## src/rtl/mux_pkg.sv

```systemverilog
// Shared constants for the operand-forwarding selectors.
// Holds the forwarding select encodings and the default data width.
package mux_pkg;

    localparam int DATA_W = 32;

    typedef enum logic [1:0] {
        FWD_RF    = 2'd0,
        FWD_WB    = 2'd1,
        FWD_EXMEM = 2'd2,
        FWD_IMM   = 2'd3
    } fwd_sel_e;

endpackage

```

## src/rtl/mux_n_comb.sv

```systemverilog
// Purely combinational N:1 selector over a packed bus.
// Also flags whether the select index addresses a real input.
module mux_n_comb
    import mux_pkg::*;
#(
    parameter  int WIDTH = DATA_W,
    parameter  int N     = 4,
    localparam int SEL_W = $clog2(N)
) (
    input  logic [N*WIDTH-1:0] data_i,
    input  logic [SEL_W-1:0]   select_i,
    output logic [WIDTH-1:0]   data_o,
    output logic               in_range_o
);

    // One extra bit so that N itself is representable when N is a power of two.
    localparam logic [SEL_W:0] N_L = (SEL_W + 1)'(N);

    assign in_range_o = ({1'b0, select_i} < N_L);

    // An unknown or out-of-range index matches nothing and yields zero.
    always_comb begin
        data_o = '0;
        for (int k = 0; k < N; k++) begin
            if (select_i == SEL_W'(k)) begin
                data_o = data_i[k*WIDTH +: WIDTH];
            end
        end
    end

endmodule

```

## src/rtl/mux_n_pipe.sv

```systemverilog
// ID/EX operand selector: N:1 select followed by one register stage with
// valid tracking, stall (hold), flush (bubble) and a sticky range error.
module mux_n_pipe
    import mux_pkg::*;
#(
    parameter  int WIDTH = DATA_W,
    parameter  int N     = 4,
    localparam int SEL_W = $clog2(N)
) (
    input  logic               clk_i,
    input  logic               rst_i,
    input  logic [N*WIDTH-1:0] data_i,
    input  logic [SEL_W-1:0]   select_i,
    input  logic               valid_i,
    input  logic               stall_i,
    input  logic               flush_i,
    output logic [WIDTH-1:0]   data_o,
    output logic               valid_o,
    output logic               sel_err_o
);

    logic [WIDTH-1:0] sel_data;
    logic             in_range;

    mux_n_comb #(
        .WIDTH (WIDTH),
        .N     (N)
    ) u_mux (
        .data_i     (data_i),
        .select_i   (select_i),
        .data_o     (sel_data),
        .in_range_o (in_range)
    );

    // Flush beats stall; gating on valid_i keeps an unknown select off data_o.
    always_ff @(posedge clk_i or posedge rst_i) begin
        if (rst_i) begin
            data_o    <= '0;
            valid_o   <= 1'b0;
            sel_err_o <= 1'b0;
        end else if (flush_i) begin
            data_o  <= '0;
            valid_o <= 1'b0;
        end else if (!stall_i) begin
            valid_o <= valid_i;
            if (valid_i && in_range) begin
                data_o <= sel_data;
            end else begin
                data_o <= '0;
            end
            if (valid_i && !in_range) begin
                sel_err_o <= 1'b1;
            end
        end
    end

endmodule
```

## config.mk

```make
export PLATFORM = sky130hd
export DESIGN_NAME = mux_n_pipe
export DESIGN_NICKNAME = d
export VERILOG_FILES = /design/src/rtl/mux_pkg.sv /design/src/rtl/mux_n_comb.sv /design/src/rtl/mux_n_pipe.sv
export SDC_FILE = /design/constraint.sdc
export NUM_CORES = 1
export LEC_CHECK = 0
export BUFFER_PORTS_ARGS = -buffer_cell sky130_fd_sc_hd__buf_2
export CORE_AREA = 2 2 74 76
export DETAILED_ROUTE_END_ITERATION = 10
export DIE_AREA = 0 0 76 78
export HOLD_SLACK_MARGIN = 0.08
export PLACE_DENSITY = 0.92
export SLEW_MARGIN = 20
export SYNTH_ARGS = -nofsm -noshare
export SYNTH_HDL_FRONTEND = slang
export SYNTH_SLANG_ARGS = --single-unit
```

## constraint.sdc

```tcl
create_clock -name clk_i -period 1.6 [get_ports clk_i]
set_clock_uncertainty 0.2 [all_clocks]
set_input_delay 0.32 -clock clk_i [delete_from_list [all_inputs] [get_ports clk_i]]
set_output_delay 0.32 -clock clk_i [all_outputs]
set_load 0.02 [all_outputs]
```

==> metrics.md <==
| Metric | Value |
|---|---|
| HP Class | `in2reg` |
| Per-cell routed wire length | `14.53 µm` |
| Seq/Total Area, Yosys | `0.3947` |
| Layout cells sized above 1 | `0.5281` |
| Syn. warnings | `0` |
| P_leak | `2.073 nW` |
| DRT iter0 DRCs | `75` |
| # DRC | `0` |
| Drt total wl | `6190 µm` |
| HPWL after DPL | `4822 µm` |
| Synth-to-Final Area Change | `50.30%` |
| Largest net degree at the start of global routing | `33` |
| Ports | `169` |
| Vias/cell | `5.157` |
| Clk Latency, worst-skew pair | `270 ps` |
| Antenna violations before repair | `0` |
| Antenna Nets Post-Route | `0` |
| Area of the die | `5928 µm²` |
| Cell variety after synth | `16` |
| PwrDens | `655.4 nW/µm²` |
| Period minus WS final | `1394 ps` |
| Diodes inserted | `0` |
| Power, Total | `2.061 mW` |
| Final Slew Violations | `0` |
| CTS tree | `done` |
| Final hold vios | `0` |
| Via count | `2197` |
| CP Class | `in2reg` |
| NumNets Final | `491` |
| Worst Path Max Fanout | `32` |
| Crit end category | `register` |
| H-Tree Level Count | `2` |
| Comb pwr share | `0.271` |
| Fin crit share | `0.8714` |
| Sequential share of power | `0.435` |
| Placed insts | `418` |
| CP Data Arrival Time | `1410 ps` |
| Net Sw Power | `552.2 µW` |
| Total GRT Usage | `0.2047` |
| CORE AREA | `5042 µm²` |
| Internal power | `1.509 mW` |
| CTS max path bufs | `2` |
| Switching share of total power | `0.2680` |
| Die W | `76 µm` |
| Commonest non-fill, non-tap cell in the layout | `buf_2` |
| Synthesized Nets | `323` |
| Post-CTS resize count | `0` |
| Startpoint class of the critical path | `primary input` |
| Final setup fails | `0` |
| CTS clk-pin slew, worst paths | `60 ps` |
| Fmax | `0.7172 GHz` |
| Root Buffer | `clkbuf_8` |
| Global-route wire length before repair | `9873 µm` |
| Cell count after synthesis | `188` |
| Post-synthesis register bit count | `33` |
| Status | `completed` |
| Port-buffer cells | `167` |
| Most frequent cells in the layout | `buf_2, mux2i_1, dfrtp_1` |
| Die H | `78 µm` |
| Synth Cell Area | `2092 µm²` |
| WP data required | `1610 ps` |
| CTS sink cnt | `33` |
| Final std cells w/o fill | `426` |
| Vias in the first global route | `2307` |
| Avg Inst Size Synth | `11.13 µm²` |
| Drt pass-1 iters | `4` |
| Max_cap viols | `0` |
| Total gr overflow | `0` |
| Initial Util | `0.4149` |
| RSZ-0062 raised after global routing | `no` |
| RePlAce Congestion | `0.7686` |
| Site Rows | `26` |
| CTS Buf Count | `5` |
| Clk pwr share | `0.294` |
| Worst vdd ir | `0.4574 mV` |
[cell families (layout without fill, tap and decap cells)]
| logic type | Yosys count | count (layout) | share of synthesized area |
|---|---|---|---|
| flops | 33 | 33 | 0.3947 |
| simple gates | 4 | 4 | 0.01674 |
| mux | 65 | 65 | 0.3110 |
| buf+inv | 21 | 189 | 0.06519 |
| other cells | 1 | 1 | 0.001793 |
| compound gates | 64 | 64 | 0.2105 |
[sequential cells by signal, summed over array words and instances, names as in the netlist]
name,count
data_o,32
valid_o,1
[power by group through the flow]
stage	Clock, mW	Sequential, mW	Combinational (mW)
floorplan	0	0.962	0.238
global placement	0	0.910	0.538
detailed placement	0	0.911	0.560
CTS	0.636	0.897	0.563
global route	0.669	0.901	0.603
finish	0.606	0.897	0.558
[final timing paths]
check                                  from    endpoint  slack [ps]  depth (start not counted)
worst max-delay path            select_i[1]  data_o[24]         210                          5
worst min-delay path                flush_i     valid_o         120                          3
worst max register to register      valid_o     valid_o         720                          2
worst min register to register   data_o[14]  data_o[14]         270                          1
max in group asynchronous             rst_i  data_o[14]         550                          4
min in group asynchronous             rst_i  data_o[26]         440                          4
[Yosys cell counts]
cell type / number / area (µm²)
inv_1: 1 / 3.750
buf_6: 1 / 11.26
conb_1: 1 / 3.750
nor2_1: 1 / 3.750
or4b_4: 1 / 13.76
buf_2: 10 / 50.05
nand4bb_1: 1 / 11.26
buf_4: 1 / 7.510
buf_8: 3 / 45.04
clkbuf_1: 4 / 15.01
a21o_1: 32 / 240.2
dfrtp_1: 33 / 825.8
mux2i_1: 65 / 650.6
buf_1: 1 / 3.750
nor2b_1: 1 / 6.260
o22ai_1: 32 / 200.2
[routing by layer]
| metal | vias up | share of wire | track usage |
|---|---|---|---|
| li1 | 1047 | - | - |
| met1 | 1039 | 0.36 | 0.2064 |
| met2 | 105 | 0.57 | 0.4089 |
| met3 | 6 | 0.066 | 0.05349 |
| met4 | 0 | 0.010 | 0.06182 |
| met5 | - | 0 | 0 |
[worst max-delay path, stage by stage]
cell and delay, ps:
buf_2 110, or4b_4 540, buf_12 190, o22ai_1 140, a21o_1 100
[stage by stage]
step	setup TNS, ps	setup slack [ps]	cell area [µm²]	util	hold slack (ps)
finish	0	205.7	3144	0.6236	118.2
floorplan	0	48.01	2092	-	186.4
global route	0	151.6	3144	0.6236	116.2
CTS	0	212.6	3144	0.6236	109.0
detailed placement	-1601	-84.19	3048	0.6045	164.4
global placement	-592.0	-29.25	3048	0.6045	151.0
[layout make-up]
type	instances	area (µm²)
Clock buffer	7	86.33
Tap cell	70	87.58
Inverter	1	3.754
Multi-Input combinational cell	134	1132
Fill cell	403	1898
Timing Repair Buffer	181	1008
Sequential cell	33	825.8
[what timing repair did]
item                                    4_1_cts  5_1_grt
hold endpoints to repair                     33        0
setup buffers                                 0        0
endpoints found under the setup margin        0        0
hold buffers                                  1        0
Power figures use the tool's default switching activity.
